### src/rtl/ps2_tx.sv
`default_nettype none
// ============================================================================
// Module   : ps2_tx
// Purpose  : PS/2 host-to-device byte transmitter (inhibit, request, 11-bit
//            frame, ACK check, timeout abort) driving open-drain enables.
// Revision : 1.0 - initial release
// ============================================================================
module ps2_tx #(
    parameter int INHIBIT_CYCLES = 2500,
    parameter int START_HOLD     = 25,
    parameter int TIMEOUT_CYCLES = 375000
) (
    input  logic       clock,
    input  logic       reset,
    input  logic       ps_clock_i,
    input  logic       ps_data_i,
    output logic       ps_clock_oe,
    output logic       ps_data_oe,
    input  logic       start,
    input  logic [7:0] data,
    output logic       busy,
    output logic       done,
    output logic [1:0] err
);

    localparam int PHASE_MAX = (INHIBIT_CYCLES > START_HOLD) ? INHIBIT_CYCLES : START_HOLD;
    localparam int PW        = $clog2(PHASE_MAX + 1);
    localparam int TW        = $clog2(TIMEOUT_CYCLES + 1);

    localparam logic [PW-1:0] INHIBIT_LAST = PW'(INHIBIT_CYCLES - 1);
    localparam logic [PW-1:0] HOLD_LAST    = PW'(START_HOLD - 1);
    localparam logic [TW-1:0] TMO_LIMIT    = TW'(TIMEOUT_CYCLES);

    typedef enum logic [2:0] {
        IDLE      = 3'd0,
        INHIBIT   = 3'd1,
        STARTB    = 3'd2,
        SEND      = 3'd3,
        ACK       = 3'd4,
        WAIT_IDLE = 3'd5
    } state_t;

    state_t        state;
    logic [2:0]    clk_sync;   // [1] = current synchronized level, [2] = previous
    logic [1:0]    dat_sync;
    logic [PW-1:0] cnt;
    logic [TW-1:0] tmo;
    logic [3:0]    idx;
    logic [7:0]    shreg;
    logic          parity;
    logic          ps_fall;

    assign ps_fall = clk_sync[2] & ~clk_sync[1];

    always_ff @(posedge clock) begin
        if (reset) begin
            clk_sync <= 3'b111;
            dat_sync <= 2'b11;
        end else begin
            clk_sync <= {clk_sync[1:0], ps_clock_i};
            dat_sync <= {dat_sync[0], ps_data_i};
        end
    end

    always_ff @(posedge clock) begin
        if (reset) begin
            state       <= IDLE;
            ps_clock_oe <= 1'b0;
            ps_data_oe  <= 1'b0;
            busy        <= 1'b0;
            done        <= 1'b0;
            err         <= 2'b00;
            cnt         <= '0;
            tmo         <= '0;
            idx         <= 4'd0;
            shreg       <= 8'h00;
            parity      <= 1'b0;
        end else begin
            done <= 1'b0;
            case (state)
                IDLE: begin
                    if (start) begin
                        shreg       <= data;
                        parity      <= ~^data;
                        err         <= 2'b00;
                        cnt         <= '0;
                        ps_clock_oe <= 1'b1;
                        busy        <= 1'b1;
                        state       <= INHIBIT;
                    end
                end
                INHIBIT: begin
                    if (cnt == INHIBIT_LAST) begin
                        cnt        <= '0;
                        ps_data_oe <= 1'b1;
                        state      <= STARTB;
                    end else begin
                        cnt <= cnt + PW'(1);
                    end
                end
                STARTB: begin
                    if (cnt == HOLD_LAST) begin
                        cnt         <= '0;
                        ps_clock_oe <= 1'b0;
                        idx         <= 4'd0;
                        tmo         <= '0;
                        state       <= SEND;
                    end else begin
                        cnt <= cnt + PW'(1);
                    end
                end
                default: begin
                    // Device-clocked phases share one abort path; tmo stops at the limit.
                    if (tmo == TMO_LIMIT) begin
                        ps_clock_oe <= 1'b0;
                        ps_data_oe  <= 1'b0;
                        err[1]      <= 1'b1;
                        done        <= 1'b1;
                        busy        <= 1'b0;
                        state       <= IDLE;
                    end else begin
                        tmo <= tmo + TW'(1);
                        case (state)
                            SEND: begin
                                if (ps_fall) begin
                                    idx <= idx + 4'd1;
                                    if (idx < 4'd8) begin
                                        ps_data_oe <= ~shreg[idx[2:0]];
                                    end else if (idx == 4'd8) begin
                                        ps_data_oe <= ~parity;
                                    end else begin
                                        ps_data_oe <= 1'b0;
                                        state      <= ACK;
                                    end
                                end
                            end
                            ACK: begin
                                if (ps_fall) begin
                                    if (dat_sync[1]) begin
                                        err[0] <= 1'b1;
                                    end
                                    state <= WAIT_IDLE;
                                end
                            end
                            WAIT_IDLE: begin
                                if (clk_sync[1] && dat_sync[1]) begin
                                    done  <= 1'b1;
                                    busy  <= 1'b0;
                                    state <= IDLE;
                                end
                            end
                            default: begin
                                ps_clock_oe <= 1'b0;
                                ps_data_oe  <= 1'b0;
                                busy        <= 1'b0;
                                state       <= IDLE;
                            end
                        endcase
                    end
                end
            endcase
        end
    end

endmodule
`default_nettype wire

### config.mk
export PLATFORM = sky130hd
export DESIGN_NAME = ps2_tx
export DESIGN_NICKNAME = d
export VERILOG_FILES = /design/src/rtl/ps2_tx.sv
export SDC_FILE = /design/constraint.sdc
export NUM_CORES = 1
export LEC_CHECK = 0
export ABC_AREA = 1
export CORE_MARGIN = 2
export CORE_UTILIZATION = 56
export CTS_BUF_LIST = sky130_fd_sc_hd__clkbuf_4 sky130_fd_sc_hd__clkbuf_8
export DETAILED_ROUTE_END_ITERATION = 6
export PLACE_DENSITY = 0.81
export SLEW_MARGIN = 30
export SYNTH_ARGS = -nofsm -noshare
export SYNTH_HDL_FRONTEND = slang
export SYNTH_SLANG_ARGS = --single-unit
### constraint.sdc
create_clock -name clock -period 1.7 [get_ports clock]
set_input_delay 0.17 -clock clock [delete_from_list [all_inputs] [get_ports clock]]
set_output_delay 0.17 -clock clock [all_outputs]
set_load 0.1 [all_outputs]
==> results_dict.tcl <==
set metrics [dict create \
    run_status "finished with violations" \
    violations "negative setup slack" \
    netlist_area_um2 3400 \
    timing.max_cap.violations 0 \
    yosysTopAreaCell "dfxtp_1" \
    hold-path-cell-count 2 \
    drt-pass1-iter-count 5 \
    overflow 0 \
    drv_slew 0 \
    switching_share_pct 42.0 \
    postSynthAreaPerCell_um2 6.68 \
    ratio_of_routed_vias_to_standard_cells 5.56 \
    placed_cell_area_um2 3830 \
    grt_first_pass_wirelength_um 14100 \
    core.rowCount 28 \
    die_area_um2 6720 \
    synth.most_common_cell "nand2_1" \
    remaining_drc_errors 0 \
    power.ir.vdd_worst_mv 1.02 \
    yosys_warnings 0 \
    synth_enable_flop_cells 0 \
    die_w_um 82.0 \
    all_layer_gr_usage_pct 27.6 \
    setup_slack_ps -37.1 \
    critical_path_required_ps 2000 \
    clkSinkCount 58 \
    root_buffer "clkbuf_8" \
    finish.net_count 585 \
    clock_insertion_delay_at_the_later_pin_of_the_skew_report_ps 370 \
    final_antenna_net_count 0 \
    diodes 0 \
    hold_path_class "in2reg" \
    vias_in_the_first_global_route 3191 \
    grt_max_degree 27 \
    max-clock-path-buffers 2 \
    design.core.area_um2 5890 \
    finalWeightedCongestion 0.938 \
    synthToLayoutAreaGrowth_pct 25.7 \
    worstPathArrival_ps 2030 \
    detail_route.wl_per_cell_um 14.3 \
    synth_common_cells "nand2_1 (110), nor2_1 (80), dfxtp_1 (58)" \
    fraction_of_layout_instances_using_a_drive_strength_above_1_pct 23.3 \
    clk_transition_reported_paths_ps 80 \
    tritoncts.num_buffers 9 \
    syn-instance-count 510 \
    final_hold_violating_endpoints 0 \
    ys_ff_latch 58 \
    drt_iter0_markers 390 \
    proportion_of_synthesized_chip_area_in_sequential_cells_pct 34.1 \
    cellLeakagePower_nw 1.75 \
    startpoint_type "register" \
    period_share_pct 102 \
    count_of_h_tree_levels_built_during_cts 3 \
    grt_setup_unrepaired "yes" \
    timing.critical_path.fanout_max 5 \
    via_count 3594 \
    setup_viol 4 \
    synth_top_flop_cell "dfxtp_1" \
    final.setup.tns_ps -93.8 \
    worst_clock_skew_ps 15.2 \
    yosys-top-cells-area "dfxtp_1 (34%), nand2_1 (12%), nor2_1 (8.8%)" \
    power.switching_mw 2.21 \
    final_wl_um 9220 \
    timing_worst_slew_pin_value_ps 521 \
    max-slew-margin-rel_pct 64.9 \
    clkPwrFrac_pct 24.4 \
    numPortBuffers 18 \
    preCtsSetupSlack_ps -35.6 \
    die_height_um 82.0 \
    synth_cell_types 37 \
    synthesis.nets 529 \
    start_util_pct 57.8 \
    tritoncts "done" \
    postSynth.asyncResetShare_pct 0 \
    synth.top_cell.area_share_pct 34.1 \
    nature_of_the_critical_path_endpoint "register" \
    timing_worst_setup_path_type "reg2reg" \
    worst-r2r-cell-count 11 \
    combPwrFrac_pct 44.1 \
    initial_antenna_violation_count 0 \
    p_per_area_nw_per_um2 1230 \
    fin_area_um2 4280 \
    cellInternalPower_mw 3.05 \
    io_pins 19 \
    seq_power_share_pct 31.5 \
    fmax_ghz 0.576 \
    dp_hpwl_um 6010 \
    finalCriticalPeriod_ps 1740 \
]
## critical path: stages, from the launching register on
cell	delay (ps)
dfxtp_2	340
inv_2	80
ha_4	130
nand2_2	50
nor2_2	110
nand3_2	130
a22oi_2	220
nand2_4	150
buf_12	160
o21ai_2	120
nand2_1	90
nor2_1	100
## final cells by class
| cell class | instances | area, um^2 |
|---|---|---|
| multi-input cells | 375 | 2070 |
| fillers | 403 | 1610 |
| flip-flops and latches | 58 | 1170 |
| repair buffers | 58 | 503 |
| inverters | 64 | 248 |
| clock buffers | 10 | 131 |
| well taps | 75 | 93.8 |
| clock inverters | 6 | 57.6 |
## repair_timing
action	in CTS	in global routing
resized for setup	12	47
buffers inserted	2	5
hold buffers	0	0
setup endpoints to repair	15	37
gates cloned	0	1
pin swaps	7	10
## sequential cells by signal, summed over array words and instances (netlist names), 2 cells and up
register  count
err           2
shreg         8
state         3
clk_sync      3
dat_sync      2
idx           4
tmo          19
cnt          12
## cell families (layout without fill, tap and decap cells)
family	after synthesis	count (layout)	share of synthesized area, %
buffers and inverters	77	138	9.85
XOR/XNOR	18	18	4.63
AO/OA/AOI/OAI	69	69	11.4
flip-flops	58	58	34.1
AND/OR/NAND/NOR	282	282	37.9
adder cells (fa/ha/maj)	6	6	2.21
## routing by layer
layer	global-route usage [%]	wire length, um
met5	0	0
met4	14.8	420
met3	5.71	597
met2	47.7	4510
met1	31.7	3690
## power by group through the flow
| stage | sequential, mW | clock, mW | combinational, mW |
|---|---|---|---|
| global placement | 1.66 | 0 | 1.89 |
| finish | 1.66 | 1.28 | 2.32 |
| detailed placement | 1.67 | 0 | 1.93 |
| floorplan | 1.81 | 0 | 1.32 |
| CTS | 1.64 | 1.27 | 2.02 |
| global route | 1.68 | 1.34 | 2.52 |
## per-stage QoR
stage | util, % | hold WS (ps) | instances | total power [mW]
CTS | 69.1 | 377 | 640 | 4.94
global placement | 65.0 | 393 | 622 | 3.54
floorplan | - | 274 | 510 | 3.13
global route | 72.7 | 391 | 646 | 5.54
detailed placement | 65.0 | 394 | 622 | 3.60
finish | 72.7 | 368 | 646 | 5.27
## path summary, 6_finish.rpt
path	from	endpoint	slack, ps
hold reg to reg	clk_sync[0]$_SDFF_PP1_	clk_sync[1]$_SDFF_PP1_	400
setup reg to reg	cnt[0]$_SDFFE_PP0P_	tmo[9]$_SDFFE_PP0P_	-40
hold / removal	ps_data_i	dat_sync[0]$_SDFF_PP1_	370
setup / recovery	cnt[0]$_SDFFE_PP0P_	tmo[9]$_SDFFE_PP0P_	-40
## cells in the final DEF, fill, tap and decap left out, types with 8 or more instances in the layout
master / instances
buf_4: 42
nor3_1: 11
inv_2: 9
o21ai_0: 19
nand4_1: 11
clkdlybuf4s50_1: 12
dfxtp_1: 51
nor2_1: 71
nand2_1: 104
xnor2_1: 8
a21oi_1: 32
nand2_2: 9
clkbuf_8: 9
xor2_1: 10
nand3_1: 38
inv_1: 52
Power figures use the tool's default switching activity.
